$ cat src/rtl/fetch_sequencer.sv
// Fetch-stage PC owner: next-PC arbitration, instruction-memory latency bubble,
// F/D and D/E stall/flush generation, and saturating stall/flush event counters.
module fetch_sequencer #(
   parameter int              PC_W     = 9,
   parameter int              RA_W     = 4,
   parameter int              CNT_W    = 16,
   parameter logic [PC_W-1:0] RESET_PC = '0
) (
   input  logic             clk,
   input  logic             rst,
   input  logic             PCSrcE,
   input  logic             PCReturnSignalE,
   input  logic [PC_W-1:0]  PCTargetE,
   input  logic [PC_W-1:0]  PCReturnE,
   input  logic             MemReadE,
   input  logic [RA_W-1:0]  RdE,
   input  logic [RA_W-1:0]  Rs1D,
   input  logic [RA_W-1:0]  Rs2D,
   input  logic             HaltD,
   output logic [PC_W-1:0]  PCF,
   output logic             StallF,
   output logic             StallD,
   output logic             FlushD,
   output logic             FlushE,
   output logic             ValidD,
   output logic             Halted,
   output logic [CNT_W-1:0] StallCount,
   output logic [CNT_W-1:0] FlushCount
);

   typedef enum logic [1:0] {
      S_PREFETCH = 2'd0,
      S_RUN      = 2'd1,
      S_BUBBLE   = 2'd2,
      S_HALT     = 2'd3
   } state_e;

   localparam logic [PC_W-1:0]  PC_ONE  = {{(PC_W-1){1'b0}}, 1'b1};
   localparam logic [CNT_W-1:0] CNT_ONE = {{(CNT_W-1){1'b0}}, 1'b1};

   state_e            state_q, state_d;
   logic [PC_W-1:0]   pc_q, pc_d;
   logic [CNT_W-1:0]  stall_cnt_q, stall_cnt_d;
   logic [CNT_W-1:0]  flush_cnt_q, flush_cnt_d;

   logic              valid;
   logic              steerable;
   logic              redirect;
   logic              load_use;
   logic              halt_go;

   function automatic logic [CNT_W-1:0] sat_inc(input logic [CNT_W-1:0] v);
      return (&v) ? v : v + CNT_ONE;
   endfunction

   // Decode-stage qualification: hazards and halts only matter for a real instruction.
   always_comb begin
      valid     = (state_q == S_RUN);
      steerable = (state_q == S_RUN) || (state_q == S_BUBBLE);
      redirect  = steerable && (PCReturnSignalE || PCSrcE);
      load_use  = valid && !redirect && MemReadE && (RdE != '0) &&
                  ((RdE == Rs1D) || (RdE == Rs2D));
      halt_go   = valid && !redirect && !load_use && HaltD;
   end

   always_ff @(posedge clk) begin
      if (rst) begin
         state_q     <= S_PREFETCH;
         pc_q        <= RESET_PC;
         stall_cnt_q <= '0;
         flush_cnt_q <= '0;
      end else begin
         state_q     <= state_d;
         pc_q        <= pc_d;
         stall_cnt_q <= stall_cnt_d;
         flush_cnt_q <= flush_cnt_d;
      end
   end

   always_comb begin
      state_d = state_q;
      unique case (state_q)
         S_PREFETCH: state_d = S_RUN;
         S_RUN, S_BUBBLE: begin
            if (redirect)     state_d = S_BUBBLE;
            else if (halt_go) state_d = S_HALT;
            else              state_d = S_RUN;
         end
         S_HALT:     state_d = S_HALT;
         default:    state_d = S_PREFETCH;
      endcase
   end

   // Next-PC arbitration; return outranks branch, both outrank any hold.
   always_comb begin
      pc_d = pc_q;
      unique case (state_q)
         S_PREFETCH: pc_d = pc_q + PC_ONE;
         S_RUN, S_BUBBLE: begin
            if (PCReturnSignalE)          pc_d = PCReturnE;
            else if (PCSrcE)              pc_d = PCTargetE;
            else if (load_use || halt_go) pc_d = pc_q;
            else                          pc_d = pc_q + PC_ONE;
         end
         default:    pc_d = pc_q;
      endcase
   end

   always_comb begin
      stall_cnt_d = load_use ? sat_inc(stall_cnt_q) : stall_cnt_q;
      flush_cnt_d = redirect ? sat_inc(flush_cnt_q) : flush_cnt_q;
   end

   always_comb begin
      StallF = 1'b0;
      StallD = 1'b0;
      FlushD = 1'b0;
      FlushE = 1'b0;
      ValidD = 1'b0;
      Halted = 1'b0;
      unique case (state_q)
         S_PREFETCH, S_BUBBLE: begin
            FlushD = 1'b1;
            FlushE = redirect;
         end
         S_RUN: begin
            ValidD = 1'b1;
            StallF = load_use;
            StallD = load_use;
            FlushD = redirect;
            FlushE = redirect || load_use;
         end
         S_HALT: begin
            StallF = 1'b1;
            FlushD = 1'b1;
            Halted = 1'b1;
         end
         default: FlushD = 1'b1;
      endcase
   end

   assign PCF        = pc_q;
   assign StallCount = stall_cnt_q;
   assign FlushCount = flush_cnt_q;

endmodule
$ cat config.mk
export PLATFORM = sky130hd
export DESIGN_NAME = fetch_sequencer
export DESIGN_NICKNAME = d
export VERILOG_FILES = /design/src/rtl/fetch_sequencer.sv
export SDC_FILE = /design/constraint.sdc
export NUM_CORES = 1
export LEC_CHECK = 0
export CAP_MARGIN = 20
export CORE_UTILIZATION = 47
export DETAILED_ROUTE_END_ITERATION = 6
export PLACE_DENSITY = 0.88
export SLEW_MARGIN = 0
export SYNTH_ARGS = -nofsm -noshare
export SYNTH_HDL_FRONTEND = slang
export SYNTH_SLANG_ARGS = --single-unit
$ cat constraint.sdc
create_clock -name clk -period 3.2 [get_ports clk]
set_input_delay 0.64 -clock clk [delete_from_list [all_inputs] [get_ports clk]]
set_output_delay 0.64 -clock clk [all_outputs]
set_load 0.05 [all_outputs]
# Yosys cells after proc, flatten, opt, wreduce, memory -nomap -nowiden
# Index checks and enable logic that the tools add are counted.
dict set report totals {
  out_inout_bits 47
  input_bits 36
  wordCells 53
  reg_bits 43
}
dict set report classes {
  bitwise_logic 2
  n_mux 13
  n_eq_ne 6
  n_reduce_logical 25
  addsub 3
}
# cell n
set op_table {}
lappend op_table {{16-bit by 1-bit adder with 16-bit output, second input constant} 2}
lappend op_table {{16-bit AND reduction} 2}
lappend op_table {{9-bit two-way mux} 3}
lappend op_table {{9-bit case mux with 2 select lines} 1}
lappend op_table {{9-bit by 1-bit adder with 9-bit output, second input constant} 1}
lappend op_table {{4-bit == test} 2}
lappend op_table {{1-bit logical AND} 7}
lappend op_table {{1-bit case mux with 2 select lines} 3}
lappend op_table {{2-bit case mux with 3 select lines} 1}
lappend op_table {{2-bit AND reduction} 3}
lappend op_table {{1-bit logical OR} 5}
lappend op_table {{2-bit == test, second input constant} 2}
lappend op_table {{2-bit two-way mux} 2}
lappend op_table {{4-bit inequality test, second input constant} 1}
lappend op_table {{4-bit nonzero test} 1}
lappend op_table {{2-bit OR reduction} 2}
lappend op_table {{1-bit two-way mux} 3}
lappend op_table {{3-bit OR reduction} 1}
lappend op_table {{2-bit by 1-bit == test with 1-bit output, second input constant} 1}
lappend op_table {{1-bit logical NOT} 2}
lappend op_table {{2-bit logical NOT} 1}
lappend op_table {{1-bit NOT} 2}
lappend op_table {{2-bit nonzero test} 1}

# Longest topological paths before layout
dict set report logic_depth {
  depth_word 16
  depth_mapped 11
  ltp_nobuf 8
}

# Worst setup path before layout
# No wires, ideal clock.
dict set report synth_timing {
  kind {register to output}
  startpoint {reg state_q[0]}
  endpoint {out FlushE}
  path_stages_with_launch 11
  t_required_ns 2.560
  setup_slack_ns 0.041
  n_path_buf 4
  t_arrival_ns 2.519
  cell_sequence {dfxtp_1 inv_1 ha_1 buf_6 o21a_1 buf_6 nor3b_2 o21ai_2 buf_6 clkbuf_1 a21oi_1}
}
dict set report synth_via {
  elab_chain_len 10
  word_cells_on_any_way 13
  classes_between {2 x eq/ne; 1 x mux; 10 x reduce/logical}
}
# element line
set synth_lines {}
lappend synth_lines {{from (decl)} 41} ;# state_e state_q, state_d;
lappend synth_lines {{from (signal assigned)} 73} ;# state_q <= state_d;
lappend synth_lines {{2-bit by 1-bit == test with 1-bit output / 2-bit == test (equally long branches)} {58, 59, 121}}
lappend synth_lines {{1-bit logical OR} 59} ;# steerable = (state_q == S_RUN) || (state_q == S_BUBBLE);
lappend synth_lines {{1-bit logical AND} 60} ;# redirect = steerable && (PCReturnSignalE || PCSrcE);
lappend synth_lines {{1-bit logical NOT} 61} ;# load_use = valid && !redirect && MemReadE && (RdE != '0) &&
lappend synth_lines {{1-bit logical AND (4 in series)} 61}
lappend synth_lines {{1-bit logical OR} 131} ;# FlushE = redirect || load_use;
lappend synth_lines {{1-bit case mux with 2 select lines *} 121} ;# unique case (state_q)
lappend synth_lines {{to (decl)} 24} ;# output logic FlushE,
# Mark *: on every way between the ends. The rest lies on a longest branch, timed or not.

# Worst setup path after layout
dict set report layout_timing {
  startpoint {in RdE[1]}
  endpoint {out FlushE}
}
dict set report layout_via {
  elab_chain_len 5
  word_cells_on_any_way 8
  classes_between {2 x eq/ne; 1 x mux; 5 x reduce/logical}
}
# element line
set layout_lines {}
lappend layout_lines {{from (decl)} 16} ;# input logic [RA_W-1:0] RdE,
lappend layout_lines {{4-bit == test / 4-bit nonzero test (equally long branches)} {62, 61}}
lappend layout_lines {{1-bit logical OR / 1-bit logical AND (equally long branches)} {62, 61}}
lappend layout_lines {{1-bit logical AND *} 61}
lappend layout_lines {{1-bit logical OR *} 131}
lappend layout_lines {{1-bit case mux with 2 select lines *} 121}
# Marks and branches as above.

==> flow_summary.toml <==
[run_status]
status = "complete, no violations"

[placed_design]
place_ws_ns = 0.220
dp_cells = 459
dpl.hpwl_mm = 5.37
routabilityCongestion = 0.872
place_area_mm2 = 0.00352
io_buffers = 82

[global_route]
grt_pass1_wl_mm = 11.9
antenna_found_initial = 0
grt_max_degree = 46
globalRoute.totalOverflow = 0
track_usage = 0.247
grt_pass1_vias = 2575

[floorplanning]
num_rows = 26
ios = 83
dieWidth_um = 76.8
dieArea_mm2 = 0.00590
coreArea_mm2 = 0.00524
start_util = 0.502
die_h_um = 76.8

[power_and_ir_drop]
power_leakage_nw = 1.29
finalPower_mw = 1.38
powerDensity_mw_per_mm2 = 383
vdd_drop_max_mv = 0.283

[timing]
rsz0062_at_grt = "false"
period_share = 0.924
worst_pin_slew_ns = 0.753
setup_violations = 0
period_minus_slack_ns = 2.96
worst_slack_ns = 0.243
final-hold-violation-count = 0
drv_slew = 0
max_slew_margin = 0.496
fin_tns_setup_ns = 0
skew_ns = 0.00669
fmax_mhz = 338

[drt]
via_per_inst = 6.07
wl_per_cell_um = 15.8
firstDrtPassIters = 5
route.detailed.drc = 0
routed_wl_mm = 7.37
drtAntennaViolNets = 0
routed-via-count = 2835
drtIter0Drc = 198

[cts]
clk_latency_ns = 0.30
htreeDepth = 2
ctsResizeCount = 0
cts.hold.buffers_added = 0
cts_max_path_buffers = 2
clock-sinks = 43
cts_root_buf = "clkbuf_8"
clkTransAtPathRegs_ns = 0.07
cts_tree = "built"
cts_buffers = 5
cts_setup_buffers = 0

[setup_path]
path_class = "in -> out"
r2r_cells = 6
crit_fanout = 5
r2r_start = "state_q[0]"
critPathArrivalTime_ns = 2.32
r2r_slack_ns = 0.55
crit_required_ns = 2.56
start_kind = "primary input"
worst_setup_path_end_kind = "output pin"
reg2reg_to = "PCF[5]"

[yosys]
synth_ff_type = "dfxtp_1"
synth_cell_types = 54
netlist_top_cells_area = "dfxtp_1 33%, xor2_1 6.7%, a21oi_1 4.4%, ha_1 3.8%, nor2_1 3.7%"
ys_seq_area_frac = 0.327
synth_area_mm2 = 0.00263
synth_edf_count = 0
synth_commonest_cells = "43 x dfxtp_1, 26 x nor2_1, 23 x a21oi_1"
synthArstFlopShare = 0
netlist_instances = 317
synth_area_leader_cell = "dfxtp_1"
ys_ff_latch = 43
synth.most_common_cell = "dfxtp_1"
synth_area_per_cell_um2 = 8.29
synth_top_cell_area_share = 0.327
yosysWarnings = 0
syn-num-nets = 361

[layout]
final_nets = 440
num_antenna_cells = 0
fill_cells = 421
layout.cells.non_filler = 467
drive_gt1_frac = 0.0730
syn_to_final_growth_pct = 37.2
final_area_mm2 = 0.00361

[hold_path]
min-delay-start = "StallCount[14]"
hold_class = "reg -> reg"
min_to = "StallCount[14]"
holdPathStages = 2

[run]
maxCapViolations = 0
==> worst max-delay path, stage by stage <==
cell             delay (ns)
clkdlybuf4s50_1        0.47
xor2_1                 0.20
nor4_2                 0.41
o21ai_2                0.16
a21oi_1                0.26
buf_12                 0.18
==> metrics by stage <==
stage                util  hold WS, ns
floorplan               -        0.664
global placement    0.672        0.495
detailed placement  0.672        0.496
CTS                 0.689        0.508
global route        0.689        0.548
finish              0.689        0.508
==> power breakdown <==
| part | internal, mW | switching (mW) | total (mW) |
|---|---|---|---|
| clock | 0.152 | 0.188 | 0.341 |
| sequential | 0.561 | 0.0400 | 0.601 |
| combinational | 0.180 | 0.260 | 0.439 |
| total | 0.894 | 0.488 | 1.38 |
==> cell usage in the layout, fill, tap and decap left out, drive strengths merged, types with 4 or more instances in the layout <==
| master | count |
|---|---|
| o21ai | 13 |
| a22o | 4 |
| ha | 8 |
| o211ai | 4 |
| nor3 | 9 |
| inv | 11 |
| nand2b | 4 |
| nand4 | 11 |
| a31oi | 7 |
| or4 | 11 |
| nand2 | 16 |
| nor4 | 6 |
| and3 | 6 |
| buf | 10 |
| o22ai | 7 |
| clkdlybuf4s50 | 78 |
| o31ai | 11 |
| nor2 | 27 |
| dfxtp | 43 |
| o2111ai | 4 |
| xor2 | 20 |
| nand3 | 13 |
| a21oi | 23 |
| nor2b | 4 |
| clkbuf | 6 |
==> sequential cells by signal, indices dropped and copies added (netlist names) <==
name / count
StallCount: 16
state_q: 2
FlushCount: 16
PCF: 9
==> worst max-delay path by stage <==
| stage | startpoint | slack (ns) | endpoint |
|---|---|---|---|
| after floorplan | state_q[0] | 0.04 | FlushE |
| after global placement | RdE[1] | 0.28 | FlushE |
| after detailed placement | RdE[1] | 0.22 | StallCount[11] |
| after CTS | RdE[1] | 0.24 | FlushE |
| after global routing | state_q[0] | 0.12 | FlushE |
| final | RdE[1] | 0.24 | FlushE |
==> routing by layer <==
layer	track usage	part of all wire
met5	0	0
met4	0.0923	0.019
met3	0.0500	0.067
met2	0.424	0.48
met1	0.302	0.43
==> layout make-up <==
cell class	count	area, um2	area share
timing repair buffer	88	893	0.248
clock inverter	2	12.5	0.00347
tap	70	87.6	0.0243
sequential	43	861	0.239
inverter	11	41.3	0.0114
clock buffer	6	72.6	0.0201
multi-input combinational	247	1640	0.454
==> logic make-up after synthesis <==
group | synth area share
buffers and inverters | 0.0490
AOI/OAI and AO/OA | 0.234
DFF | 0.327
muxes | 0.0205
xor gates and xnor gates | 0.0666
and+or+nand+nor | 0.264
adders and majority gates | 0.0381
Note: power is estimated with default switching activity, not from simulation.
